[config.mk]
export PLATFORM = sky130hd
export DESIGN_NAME = mhp_link_scheduler
export DESIGN_NICKNAME = d
export VERILOG_FILES = /design/src/rtl/mhp_pkg.sv /design/src/rtl/mhp_rr_arbiter.sv /design/src/rtl/mhp_link_scheduler.sv
export SDC_FILE = /design/constraint.sdc
export NUM_CORES = 1
export LEC_CHECK = 0
export CORE_ASPECT_RATIO = 0.5
export CORE_UTILIZATION = 50
export CTS_CLUSTER_DIAMETER = 30
export DETAILED_ROUTE_END_ITERATION = 16
export PLACE_DENSITY = 0.7
export SYNTH_ARGS = -nofsm -noshare
export SYNTH_HDL_FRONTEND = slang
export SYNTH_SLANG_ARGS = --single-unit
[constraint.sdc]
create_clock -name i_clk -period 3.2 [get_ports i_clk]
set_input_delay 0.64 -clock i_clk [delete_from_list [all_inputs] [get_ports i_clk]]
set_output_delay 0.64 -clock i_clk [all_outputs]
set_load 0.02 [all_outputs]
[src/rtl/mhp_pkg.sv]
// Shared definitions for the MHP control blocks: scheduler states, reserved
// transaction ids and the default timing constants used alongside the mhp engine.
package mhp_pkg;

    localparam int DEF_TIMEOUT_CYC   = 1024;
    localparam int DEF_MAX_RETRY     = 3;
    localparam int DEF_KEEPALIVE_CYC = 65536;

    typedef enum logic [2:0] {
        ST_IDLE   = 3'd0,
        ST_HELLO  = 3'd1,
        ST_LINKED = 3'd2,
        ST_ISSUE  = 3'd3,
        ST_WAIT   = 3'd4,
        ST_DONE   = 3'd5
    } mhp_state_t;

    // Ids above the task range are reserved for link maintenance traffic.
    function automatic int id_keep(input int n_task);
        return n_task;
    endfunction

    function automatic int id_hello(input int n_task);
        return n_task + 1;
    endfunction

    // Bits needed to hold 0..max_val, never less than one.
    function automatic int width_of(input int max_val);
        return ($clog2(max_val + 1) < 1) ? 1 : $clog2(max_val + 1);
    endfunction

endpackage

[src/rtl/mhp_rr_arbiter.sv]
// Round-robin picker over the task request lines; the pointer only moves
// when the scheduler actually takes the offered grant.
module mhp_rr_arbiter
    import mhp_pkg::*;
#(
    parameter int N  = 4,
    parameter int IW = 3
) (
    input  logic          clk,
    input  logic          rst_n,
    input  logic [N-1:0]  req,
    input  logic          advance,
    output logic [IW-1:0] grant,
    output logic          grant_valid,
    output logic [IW-1:0] ptr
);

    logic [IW-1:0] ptr_r;

    // Lowest requester overall covers the wrap case; lowest at/above the pointer overrides it.
    always_comb begin
        grant = {IW{1'b0}};
        for (int i = N - 1; i >= 0; i--) begin
            grant = req[i] ? IW'(i) : grant;
        end
        for (int i = N - 1; i >= 0; i--) begin
            grant = (req[i] && (IW'(i) >= ptr_r)) ? IW'(i) : grant;
        end
    end

    assign grant_valid = |req;
    assign ptr         = ptr_r;

    // Pointer lands just past the granted index, wrapping at N.
    always_ff @(posedge clk or negedge rst_n) begin
        if (!rst_n) begin
            ptr_r <= {IW{1'b0}};
        end else if (advance && grant_valid) begin
            ptr_r <= (grant == IW'(N - 1)) ? {IW{1'b0}} : grant + IW'(1);
        end else begin
            ptr_r <= ptr_r;
        end
    end

endmodule

[src/rtl/mhp_link_scheduler.sv]
// Link bring-up, keepalive and round-robin task arbitration in front of one
// mhp engine, driving its send/done handshake with timeout and bounded retry.
module mhp_link_scheduler
    import mhp_pkg::*;
#(
    parameter int N_TASK        = 4,
    parameter int TIMEOUT_CYC   = DEF_TIMEOUT_CYC,
    parameter int MAX_RETRY     = DEF_MAX_RETRY,
    parameter int KEEPALIVE_CYC = DEF_KEEPALIVE_CYC,
    parameter int ID_W          = $clog2(N_TASK + 2)
) (
    input  logic              i_clk,
    input  logic              i_rst_n,
    input  logic              i_enable,
    input  logic              i_link_drop,
    input  logic [N_TASK-1:0] i_task_req,
    output logic [N_TASK-1:0] o_task_ack,
    output logic [N_TASK-1:0] o_task_err,
    output logic              o_send,
    output logic [ID_W-1:0]   o_send_id,
    input  logic              i_done,
    output logic              o_link,
    output logic              o_link_lost,
    output logic              o_busy
);

    localparam int TMR_W = width_of(TIMEOUT_CYC);
    localparam int RTY_W = width_of(MAX_RETRY);
    localparam int KA_W  = width_of(KEEPALIVE_CYC);
    localparam logic [ID_W-1:0] ID_KEEP_L  = ID_W'(id_keep(N_TASK));
    localparam logic [ID_W-1:0] ID_HELLO_L = ID_W'(id_hello(N_TASK));

    mhp_state_t        state_r;
    logic [ID_W-1:0]   id_r;
    logic [TMR_W-1:0]  timer_r;
    logic [RTY_W-1:0]  retry_r;
    logic [KA_W-1:0]   ka_r;
    logic              fail_r;
    logic              send_r;
    logic              link_r;
    logic              lost_r;
    logic              busy_r;
    logic [N_TASK-1:0] ack_r;
    logic [N_TASK-1:0] err_r;

    logic [ID_W-1:0]   grant_s;
    logic              grant_valid_s;
    logic              link_drop_s;
    logic              take_task_s;
    logic              id_is_task_s;
    logic [N_TASK-1:0] task_onehot_s;
    logic [KA_W-1:0]   ka_inc_s;

    // A drop only matters once the link is up; during hello it is ignored.
    assign link_drop_s   = i_link_drop && link_r;
    assign take_task_s   = (state_r == ST_LINKED) && !link_drop_s && i_enable && grant_valid_s;
    assign id_is_task_s  = (id_r < ID_KEEP_L);
    assign task_onehot_s = N_TASK'(1'b1) << id_r;
    assign ka_inc_s      = (ka_r == KA_W'(KEEPALIVE_CYC)) ? ka_r : ka_r + KA_W'(1);

    mhp_rr_arbiter #(
        .N  (N_TASK),
        .IW (ID_W)
    ) u_arb (
        .clk         (i_clk),
        .rst_n       (i_rst_n),
        .req         (i_task_req),
        .advance     (take_task_s),
        .grant       (grant_s),
        .grant_valid (grant_valid_s),
        .ptr         ()
    );

    // Scheduler FSM; every output is a register so pulses line up with the state they describe.
    always_ff @(posedge i_clk or negedge i_rst_n) begin
        if (!i_rst_n) begin
            state_r <= ST_IDLE;
            id_r    <= {ID_W{1'b0}};
            timer_r <= {TMR_W{1'b0}};
            retry_r <= {RTY_W{1'b0}};
            ka_r    <= {KA_W{1'b0}};
            fail_r  <= 1'b0;
            send_r  <= 1'b0;
            link_r  <= 1'b0;
            lost_r  <= 1'b0;
            busy_r  <= 1'b0;
            ack_r   <= {N_TASK{1'b0}};
            err_r   <= {N_TASK{1'b0}};
        end else begin
            send_r <= 1'b0;
            lost_r <= 1'b0;
            ack_r  <= {N_TASK{1'b0}};
            err_r  <= {N_TASK{1'b0}};
            if (link_drop_s) begin
                // Outstanding task stays unanswered; its held request is served after relink.
                state_r <= ST_IDLE;
                link_r  <= 1'b0;
                lost_r  <= 1'b1;
                busy_r  <= 1'b0;
                retry_r <= {RTY_W{1'b0}};
                fail_r  <= 1'b0;
            end else begin
                case (state_r)
                    ST_IDLE: begin
                        retry_r <= {RTY_W{1'b0}};
                        if (i_enable) begin
                            id_r    <= ID_HELLO_L;
                            state_r <= ST_ISSUE;
                            send_r  <= 1'b1;
                            busy_r  <= 1'b1;
                        end else begin
                            state_r <= ST_IDLE;
                        end
                    end
                    ST_LINKED: begin
                        if (!i_enable) begin
                            state_r <= ST_IDLE;
                            link_r  <= 1'b0;
                            lost_r  <= 1'b1;
                        end else if (grant_valid_s) begin
                            id_r    <= grant_s;
                            state_r <= ST_ISSUE;
                            send_r  <= 1'b1;
                            busy_r  <= 1'b1;
                        end else if (ka_inc_s == KA_W'(KEEPALIVE_CYC)) begin
                            id_r    <= ID_KEEP_L;
                            state_r <= ST_ISSUE;
                            send_r  <= 1'b1;
                            busy_r  <= 1'b1;
                        end else begin
                            ka_r <= ka_inc_s;
                        end
                    end
                    ST_ISSUE: begin
                        timer_r <= TMR_W'(1);
                        state_r <= ST_WAIT;
                    end
                    ST_WAIT: begin
                        // timer_r counts WAIT cycles including this one, so done on the last one still wins.
                        if (i_done) begin
                            state_r <= ST_DONE;
                            fail_r  <= 1'b0;
                            busy_r  <= 1'b0;
                            ack_r   <= id_is_task_s ? task_onehot_s : {N_TASK{1'b0}};
                        end else if (timer_r == TMR_W'(TIMEOUT_CYC)) begin
                            if (retry_r < RTY_W'(MAX_RETRY)) begin
                                retry_r <= retry_r + RTY_W'(1);
                                state_r <= ST_ISSUE;
                                send_r  <= 1'b1;
                            end else begin
                                state_r <= ST_DONE;
                                fail_r  <= 1'b1;
                                busy_r  <= 1'b0;
                                err_r   <= id_is_task_s ? task_onehot_s : {N_TASK{1'b0}};
                            end
                        end else begin
                            timer_r <= timer_r + TMR_W'(1);
                        end
                    end
                    ST_DONE: begin
                        retry_r <= {RTY_W{1'b0}};
                        ka_r    <= {KA_W{1'b0}};
                        if (!fail_r) begin
                            state_r <= ST_LINKED;
                            link_r  <= (id_r == ID_HELLO_L) ? 1'b1 : link_r;
                        end else if (id_r == ID_HELLO_L) begin
                            state_r <= ST_IDLE;
                        end else if (id_r == ID_KEEP_L) begin
                            state_r <= ST_IDLE;
                            link_r  <= 1'b0;
                            lost_r  <= 1'b1;
                        end else begin
                            state_r <= ST_LINKED;
                        end
                    end
                    default: begin
                        state_r <= ST_IDLE;
                        link_r  <= 1'b0;
                        busy_r  <= 1'b0;
                    end
                endcase
            end
        end
    end

    assign o_send      = send_r;
    assign o_send_id   = id_r;
    assign o_link      = link_r;
    assign o_link_lost = lost_r;
    assign o_busy      = busy_r;
    assign o_task_ack  = ack_r;
    assign o_task_err  = err_r;

endmodule

==> metrics.txt <==
outcome complete, no violations; first-pass GRT wire length 14200 um; Worst Setup End Kind register; CP required 3440 ps; relative slew slack 0.636; r2r endpoint ka_r[13]; DP Cell Count 489; Num Clock Sinks 51; H-tree depth 2; Seq/Total Area, Yosys 0.389; Worst R2R Setup Slack 220 ps; number of port buffers 23; placed cell area 0.00362 mm^2; Post-CTS Setup Bufs 0; Antenna Nets Post-Route 0; gr usage total 0.272; layout cells sized above 1 0.0929; DRT iter0 DRCs 257; FFs w/ async S/R, synth 1.00; Post-Route WL 8680 um; vias in the first global route 2925; RR Startpoint ka_r[0]; Pwr Total 3.01 mW; top_reg_cell synth dfrtp_1; clock buffer depth 2; Final Hold Fails 0; worst r2r path cells 9; Design Area, Final 0.00377 mm^2; final hold slack 287 ps; Highest Clock Rate 335 MHz; warnings from Yosys 0; DRT Pass-1 Iters 4; final setup violation count 0; Crit Path Class register to register; top-area cell type share of the netlist area 0.389; initial antenna violation count 0; CTS buffer count 5; most frequent cells after synthesis dfrtp_1 (51), nand2_1 (47), nor2_1 (36), nor3_1 (23), o21ai_0 (19); Max-Cap Viols 0; Setup TNS 0 ps; Tightest Pin Transition 545 ps; Via density 6.40; Die ar. 0.00691 mm^2; Clock Skew 5.52 ps; Ports 24; Core Rows 20; DRC violations left 0; CP startpoint kind register; Final HPWL DP 6070 um; fill cell count 557; RSZ-0062 raised after global routing false; net count after synthesis 402; Slew Limit Fails 0; Final Cycle Share 0.933; Area growth syn-to-layout 15.1%; Tmin final 2980 ps; non-filler cells, final 497; VDD IR max 259 uV; mapped cell area 0.00328 mm^2; GP Congestion 0.927; CTS tree yes; core area 0.00621 mm^2; CP arrival 3220 ps; Die Width 117 um; Synth Instances 387; n_diodes 0; Die Y-Extent 59.3 um; top-count cell post-synth dfrtp_1; Clock Latency Late Sink 300 ps; clock slew at reported path FFs 70 ps; grt total ovfl 0; Wirelength per Cell 17.5 um; via count of the routed design 3179; CP max FO 10; Syn Area/Cell 8.47 um^2; Cell Pwr Density 796 mW/mm^2; number of synthesized flops with an enable pin 0; top cells by area, synth dfrtp_1 (39%), nand2_1 (5.4%), nor2_1 (4.1%), nor3_1 (3.5%), o21ai_0 (2.9%); largest net degree at the start of global routing 33; area leader, netlist dfrtp_1; Total Nets Final 423; Worst Hold Class primary input to async pin; root buf cell clkbuf_16; initial core utilization 0.528; Distinct cells, synth 67; Leak 1.54 nW; Yosys reg bits 51
worst max path at each step:
stage | from | depth (start not counted) | to | slack, ps
final | ka_r[0] | 9 | ka_r[13] | 220
after global routing | ka_r[0] | 10 | ka_r[13] | 70
after CTS | ka_r[0] | 10 | ka_r[13] | 210
after detailed placement | i_task_req[2] | 7 | ka_r[15] | 180
after global placement | i_task_req[2] | 7 | ka_r[15] | 270
after floorplan | ka_r[0] | 9 | ka_r[15] | 660
critical path, stage by stage, from the launching register on:
cell and delay [ps]:
dfrtp_1 460, ha_1 290, and4_1 270, and4b_1 200
o311ai_0 320, o21ai_0 210, and4_1 340, buf_4 210
or4_1 510, nand3_1 110
per-stage QoR:
| stage | setup WS, ps | utilization |
|---|---|---|
| after global routing | 68.9 | 0.608 |
| after global placement | 270 | 0.583 |
| after detailed placement | 179 | 0.583 |
| final | 215 | 0.608 |
| after floorplan | 662 | - |
| after CTS | 209 | 0.607 |
per-layer routing:
| layer | vias up | wire length (um) | GRT usage |
|---|---|---|---|
| met5 | - | 0 | 0 |
| met3 | 18 | 536 | 0.0644 |
| li1 | 1493 | - | - |
| met4 | 0 | 151 | 0.103 |
| met1 | 1551 | 3900 | 0.356 |
| met2 | 117 | 4100 | 0.446 |
registers in the layout, summed over array words and instances, names as in the netlist, 2 cells and up:
register / cells
timer_r: 11
state_r: 3
retry_r: 2
o_task_err: 4
ka_r: 17
o_task_ack: 4
o_send_id: 3
u_arb.ptr: 2
placed cells by master, fill, tap and decap left out, drive strengths merged, types with 2 or more instances in the layout:
cell type / instances
a211o: 2
a211oi: 3
a21o: 2
a21oi: 16
a22oi: 3
a31oi: 3
a32oi: 9
and2: 5
and3: 7
and4: 2
and4b: 2
buf: 19
clkbuf: 5
clkdlybuf4s50: 22
clkinv: 2
dfrtp: 51
ha: 6
inv: 12
mux2i: 2
nand2: 47
nand2b: 2
nand3: 11
nand4: 12
nor2: 36
nor2b: 4
nor3: 24
nor3b: 3
nor4: 12
o211ai: 4
o21a: 2
o21ai: 20
o311ai: 10
o31a: 2
o31ai: 3
or3: 9
or4: 5
xnor2: 3
xor2: 7
repair_timing:
action	in CTS	in global routing
resized for setup	0	1
setup endpoints to repair	0	1
hold buffers	0	0
power breakdown:
part	internal (mW)	switching [mW]
Sequential	0.797	0.254
Combinational	0.560	0.842
Clock	0.293	0.259
cell type report:
type                    instances  area [um^2]  area share
flip-flops and latches         51         1280       0.338
clock inverters                 3         22.5     0.00597
clock buffers                   5          125      0.0332
well taps                      88          110      0.0292
inverters                      11         41.3      0.0109
repair buffers                 41          360      0.0955
multi-input cells             298         1840       0.487
logic make-up (layout without fill, tap and decap cells):
family / count (synthesis) / count (layout) / share of synthesized area
adders and majority gates: 6 / 6 / 0.0229
and+or+nand+nor: 186 / 186 / 0.298
buffers and inverters: 38 / 60 / 0.0523
DFF: 51 / 51 / 0.389
AOI/OAI and AO/OA: 93 / 93 / 0.202
muxes: 3 / 3 / 0.00954
xor gates and xnor gates: 10 / 10 / 0.0267
No activity file was read; power rests on OpenSTA's default activity.
